$ cat config.mk
export PLATFORM = sky130hd
export DESIGN_NAME = button_event
export DESIGN_NICKNAME = d
export VERILOG_FILES = /design/src/rtl/button_event.sv
export SDC_FILE = /design/constraint.sdc
export NUM_CORES = 1
export LEC_CHECK = 0
export ABC_AREA = 1
export BUFFER_PORTS_ARGS = -buffer_cell sky130_fd_sc_hd__buf_2
export CORE_AREA = 2 2 90 92
export CTS_BUF_LIST = sky130_fd_sc_hd__clkbuf_4
export CTS_CLUSTER_SIZE = 24
export DETAILED_ROUTE_END_ITERATION = 12
export DIE_AREA = 0 0 92 94
export SYNTH_ARGS = -nofsm -noshare
export SYNTH_HDL_FRONTEND = slang
export SYNTH_SLANG_ARGS = --single-unit
export TNS_END_PERCENT = 5
$ cat constraint.sdc
create_clock -name i_Clk -period 4.8 [get_ports i_Clk]
set_clock_uncertainty 0.1 [all_clocks]
set_input_delay 0.72 -clock i_Clk [delete_from_list [all_inputs] [get_ports i_Clk]]
set_output_delay 0.72 -clock i_Clk [all_outputs]
set_load 0.05 [all_outputs]
$ cat src/rtl/button_event.sv
// rtl/button_event.sv - press/release/hold/repeat event generator for a debounced switch
//
// Purpose: turns a debounced, clock-synchronous switch level into one-cycle
// event pulses (press, release, hold, repeat) plus a held level and a
// saturating repeat count. All outputs are registered.
//
// Optional feature macro: BUTTON_EVENT_REPEAT_EN
//   defined   -> repeat pulses and repeat count are active while held
//   undefined -> o_Repeat and o_Repeat_Count stay 0, HOLD counter is frozen
//
// Ports:
//   i_Clk          in   1  clock, rising edge
//   i_Rst          in   1  asynchronous active-high reset
//   i_Switch       in   1  debounced switch level, 1 = pressed
//   o_Press        out  1  one-cycle pulse on press
//   o_Release      out  1  one-cycle pulse on release
//   o_Hold         out  1  one-cycle pulse when the press reaches c_HOLD_LIMIT
//   o_Repeat       out  1  one-cycle pulse per repeat interval while held
//   o_Held         out  1  high while in HOLD
//   o_Repeat_Count out  8  repeats in the current hold, saturating at 255

module button_event #(
  parameter int c_HOLD_LIMIT   = 12500000,
  parameter int c_REPEAT_LIMIT = 2500000
) (
  input  logic       i_Clk,
  input  logic       i_Rst,
  input  logic       i_Switch,
  output logic       o_Press,
  output logic       o_Release,
  output logic       o_Hold,
  output logic       o_Repeat,
  output logic       o_Held,
  output logic [7:0] o_Repeat_Count
);

  localparam int CNT_MAX = (c_HOLD_LIMIT > c_REPEAT_LIMIT) ? c_HOLD_LIMIT : c_REPEAT_LIMIT;
  localparam int CNT_W   = $clog2(CNT_MAX);

  localparam logic [CNT_W-1:0] HOLD_LAST = CNT_W'(c_HOLD_LIMIT - 1);
`ifdef BUTTON_EVENT_REPEAT_EN
  localparam logic [CNT_W-1:0] REPEAT_LAST = CNT_W'(c_REPEAT_LIMIT - 1);
`endif

  typedef enum logic [1:0] {
    IDLE  = 2'd0,
    PRESS = 2'd1,
    HOLD  = 2'd2
  } state_t;

  state_t           state_q, state_d;
  logic [CNT_W-1:0] cnt_q, cnt_d;
  logic             press_q, press_d;
  logic             release_q, release_d;
  logic             hold_q, hold_d;
  logic             repeat_q, repeat_d;
  logic             held_q, held_d;
  logic [7:0]       rcount_q, rcount_d;

  always_ff @(posedge i_Clk or posedge i_Rst) begin
    if (i_Rst) begin
      state_q   <= IDLE;
      cnt_q     <= '0;
      press_q   <= 1'b0;
      release_q <= 1'b0;
      hold_q    <= 1'b0;
      repeat_q  <= 1'b0;
      held_q    <= 1'b0;
      rcount_q  <= 8'd0;
    end else begin
      state_q   <= state_d;
      cnt_q     <= cnt_d;
      press_q   <= press_d;
      release_q <= release_d;
      hold_q    <= hold_d;
      repeat_q  <= repeat_d;
      held_q    <= held_d;
      rcount_q  <= rcount_d;
    end
  end

  always_comb begin
    state_d   = state_q;
    cnt_d     = cnt_q;
    press_d   = 1'b0;
    release_d = 1'b0;
    hold_d    = 1'b0;
    repeat_d  = 1'b0;
    rcount_d  = rcount_q;

    case (state_q)
      IDLE: begin
        cnt_d    = '0;
        rcount_d = 8'd0;
        if (i_Switch) begin
          press_d = 1'b1;
          state_d = PRESS;
        end
      end

      PRESS: begin
        // Release is checked first so it wins over a hold on the same edge.
        if (!i_Switch) begin
          release_d = 1'b1;
          state_d   = IDLE;
          cnt_d     = '0;
          rcount_d  = 8'd0;
        end else if (cnt_q == HOLD_LAST) begin
          hold_d  = 1'b1;
          state_d = HOLD;
          cnt_d   = '0;
        end else begin
          cnt_d = cnt_q + CNT_W'(1);
        end
      end

      HOLD: begin
        if (!i_Switch) begin
          release_d = 1'b1;
          state_d   = IDLE;
          cnt_d     = '0;
          rcount_d  = 8'd0;
        end else begin
`ifdef BUTTON_EVENT_REPEAT_EN
          if (cnt_q == REPEAT_LAST) begin
            repeat_d = 1'b1;
            cnt_d    = '0;
            if (rcount_q != 8'hFF) begin
              rcount_d = rcount_q + 8'd1;
            end
          end else begin
            cnt_d = cnt_q + CNT_W'(1);
          end
`else
          // Without repeats the counter has nothing to time in HOLD.
          cnt_d    = cnt_q;
          rcount_d = 8'd0;
`endif
        end
      end

      default: begin
        state_d  = IDLE;
        cnt_d    = '0;
        rcount_d = 8'd0;
      end
    endcase
  end

  // Held is registered from the next state so it rises with o_Hold and
  // falls with o_Release.
  assign held_d = (state_d == HOLD);

  assign o_Press        = press_q;
  assign o_Release      = release_q;
  assign o_Hold         = hold_q;
  assign o_Repeat       = repeat_q;
  assign o_Held         = held_q;
  assign o_Repeat_Count = rcount_q;

endmodule

==> impl_metrics.csv <==
group,metric,value,unit
outcome,outcome,"finished clean",
floorplanning,rows,32,
route,final_antenna_net_count,0,
synth,synth_area_per_cell,7.478,µm²
synth,synth_warnings,0,
final_layout,fin_area,2071,µm²
route,avgViaCountPerCell,4.134,
final_layout,final_util,27.22,%
synth,synth_top_area_share,39.68,%
route,routedWlPerCell,10.15,µm
cts,cts_resized,0,
critical_path,crit_end,"cnt_q[5]$_DFFE_PP0P_",
power_and_ir_drop,p_per_area,292.3,nW/µm²
cts,ctsHoldBuffers,0,
critical_path,criticalPathCategory,"reg2reg",
cts,cts_tree,"done",
critical_path,r2r_slack,2.57,ns
final_layout,syn2layout_area_growth,9.458,%
floorplanning,core-area,7607,µm²
power_and_ir_drop,switchingPower,195.3,µW
final_layout,drive_above_1_share,15.53,%
grt,track_usage,9.779,%
power_and_ir_drop,p_int,410.0,µW
floorplanning,ios,16,
critical_path,startpoint,"state_q[0]$_DFF_PP0_",
placement,port_buffers,6,
power_and_ir_drop,swShare,32.27,%
floorplanning,die_w,92,µm
critical_path,critPathMaxFanout,15,
grt,grt_pass1_wl,6.844,mm
route,drc,0,
hold_path,hold_path_class,"in2async",
sta,finalCritPeriodShare,46.50,%
placement,postPlaceCellArea,1988,µm²
critical_path,critPathCaptureType,"flop",
synth,synth_edf_count,0,
power_and_ir_drop,seqPwrFrac,45.4,%
grt,grt_max_degree,31,
route,vias,1513,
critical_path,cp-start-kind,"flop",
sta,setup_violations,0,
sta,final-hold-violation-count,0,
power_and_ir_drop,combPwrFrac,19.9,%
power_and_ir_drop,leakagePower,0.9137,nW
synth,synth-seq-cells,30,
synth,async_reset_ff_share,100.0,%
route,routed_wl,3.715,mm
final_layout,fin_nets,271,
synth,yosys.cell_count.top_type,"nand2_1",
sta,min_period,2.232,ns
route,drt_iter0_drc,100,
job,maxCapViolations,0,
floorplanning,fp.dieH,94,µm
cts,cts_made_buffers,5,
cts,cts.sinks,30,
sta,rsz0062_at_grt,"false",
cts,worstSkewPairLatency,0.34,ns
power_and_ir_drop,pwr-share-clk,34.6,%
cts,cts_root_buf,"clkbuf_4",
grt,grt_pass1_vias,1480,
sta,worst-slew-pin-transition,0.5239,ns
sta,slew_headroom,64.99,%
cts,htree_levels,2,
placement,place_congestion,0.8136,
route,drtPass1Iterations,5,
sta,slew_violations,0,
synth,synth_cell_types,26,
floorplanning,start_util,24.87,%
synth,yosysSeqAreaShare,39.68,%
final_layout,antenna_cells,0,
cts,post_cts_buffers,0,
floorplanning,die_area,8648,µm²
synth,synth_area_leader_cell,"dfrtp_1",
cts,clock_path_buffers,2,
critical_path,cp.required,4.94,ns
synth,synth_common_cells,"nand2_1 (65), dfrtp_1 (30), nor2_1 (30)",
power_and_ir_drop,ir_drop,189.9,µV
synth,ys.flop_type,"dfrtp_1",
critical_path,worstRegToRegCells,8,
critical_path,worstPathArrival,2.38,ns
sta,fmax,448.0,MHz
critical_path,rr_endpoint,"cnt_q[5]$_DFFE_PP0P_",
critical_path,reg2reg_from,"state_q[0]$_DFF_PP0_",
synth,syn-cell-area,1892,µm²
synth,synth_area_leaders,"dfrtp_1 (40%), nand2_1 (13%), nor2_1 (6.0%)",
grt,grt_overflow,0,
grt,grt_antenna_before_repair,0,
synth,synthCells,253,
cts,path_clk_slew,0.11,ns
placement,hpwlAfterDp,2.869,mm
sta,tns,0,ns
==> kinds of logic (layout without fill, tap and decap cells) <==
| family | count (synthesis) | count (layout) | share of synthesized area, % |
|---|---|---|---|
| adders and majority gates | 5 | 5 | 3.307 |
| DFF | 30 | 30 | 39.68 |
| and+or+nand+nor | 146 | 146 | 35.32 |
| buffers and inverters | 41 | 44 | 11.24 |
| xor gates and xnor gates | 11 | 11 | 5.093 |
| other | 1 | 9 | 0.1982 |
| AOI/OAI and AO/OA | 19 | 19 | 5.159 |
==> worst min-delay path by stage <==
stage                          startpoint                     to  depth (start not counted)
floorplan           cnt_q[20]$_DFFE_PP0P_  cnt_q[20]$_DFFE_PP0P_                          2
global placement     cnt_q[1]$_DFFE_PP0P_   cnt_q[1]$_DFFE_PP0P_                          2
detailed placement  cnt_q[20]$_DFFE_PP0P_  cnt_q[20]$_DFFE_PP0P_                          2
CTS                                 i_Rst   cnt_q[5]$_DFFE_PP0P_                          3
global route                        i_Rst   cnt_q[5]$_DFFE_PP0P_                          3
finish                              i_Rst   cnt_q[5]$_DFFE_PP0P_                          3
==> cell type report <==
cell class,count,area (µm²)
well taps,102,127.6
repair buffers,7,37.54
clock buffers,6,45.04
fillers,862,5537
flip-flops and latches,30,750.7
clock inverters,2,37.54
inverters,29,113.9
multi-input cells,190,958.4
==> cell usage in the layout (no fill, tap or decap), types with 3 or more instances in the layout <==
cell      synthesis  layout
buf_2             0       6
nand4_1           3       3
nor2_1           30      30
nor2_2           18      18
nand2_1          65      65
o21ai_0           5       5
inv_1            26      26
conb_1            1       9
dfrtp_1          30      30
nand3_1          22      22
a21oi_1          12      12
xor2_1            8       8
xnor2_1           3       3
clkbuf_4          0       6
ha_1              5       5
==> sequential cells by signal, indices dropped and copies added (netlist names) <==
name and cells:
o_Release 1, cnt_q 24, state_q 2, o_Press 1, o_Hold 1, o_Held 1
==> layer usage <==
metal	global-route usage [%]	vias to the layer above	share of wire, %
li1	-	788	-
met1	11.83	689	46
met2	17.52	32	49
met3	2.408	4	3.8
met4	2.239	0	0.92
met5	0	-	0
==> power by group through the flow <==
stage                     clock, mW  combinational [mW]  sequential (mW)
after CTS                     0.216               0.124            0.275
after floorplan                   0              0.0988            0.294
after detailed placement          0               0.124            0.280
after global routing          0.227               0.137            0.277
final                         0.210               0.121            0.275
after global placement            0               0.122            0.279
==> per-stage QoR <==
step	power (mW)	std cells	setup slack, ns	hold WS [ns]
after floorplan	0.3928	261	3.158	0.3931
after global placement	0.4009	358	2.506	0.4464
after detailed placement	0.4034	358	2.420	0.4336
after CTS	0.6145	366	2.538	0.3330
after global routing	0.6409	366	2.331	0.3499
final	0.6053	366	2.568	0.3239
==> worst max-delay path, stage by stage, from the launching register on <==
cell and delay (ns):
dfrtp_1 0.42, inv_1 0.08, ha_1 0.21, nand2_1 0.40
inv_1 0.35, nor2_1 0.24, nand2_1 0.09, xor2_1 0.17
nor2_2 0.06
Note: power is estimated with default switching activity, not from simulation.
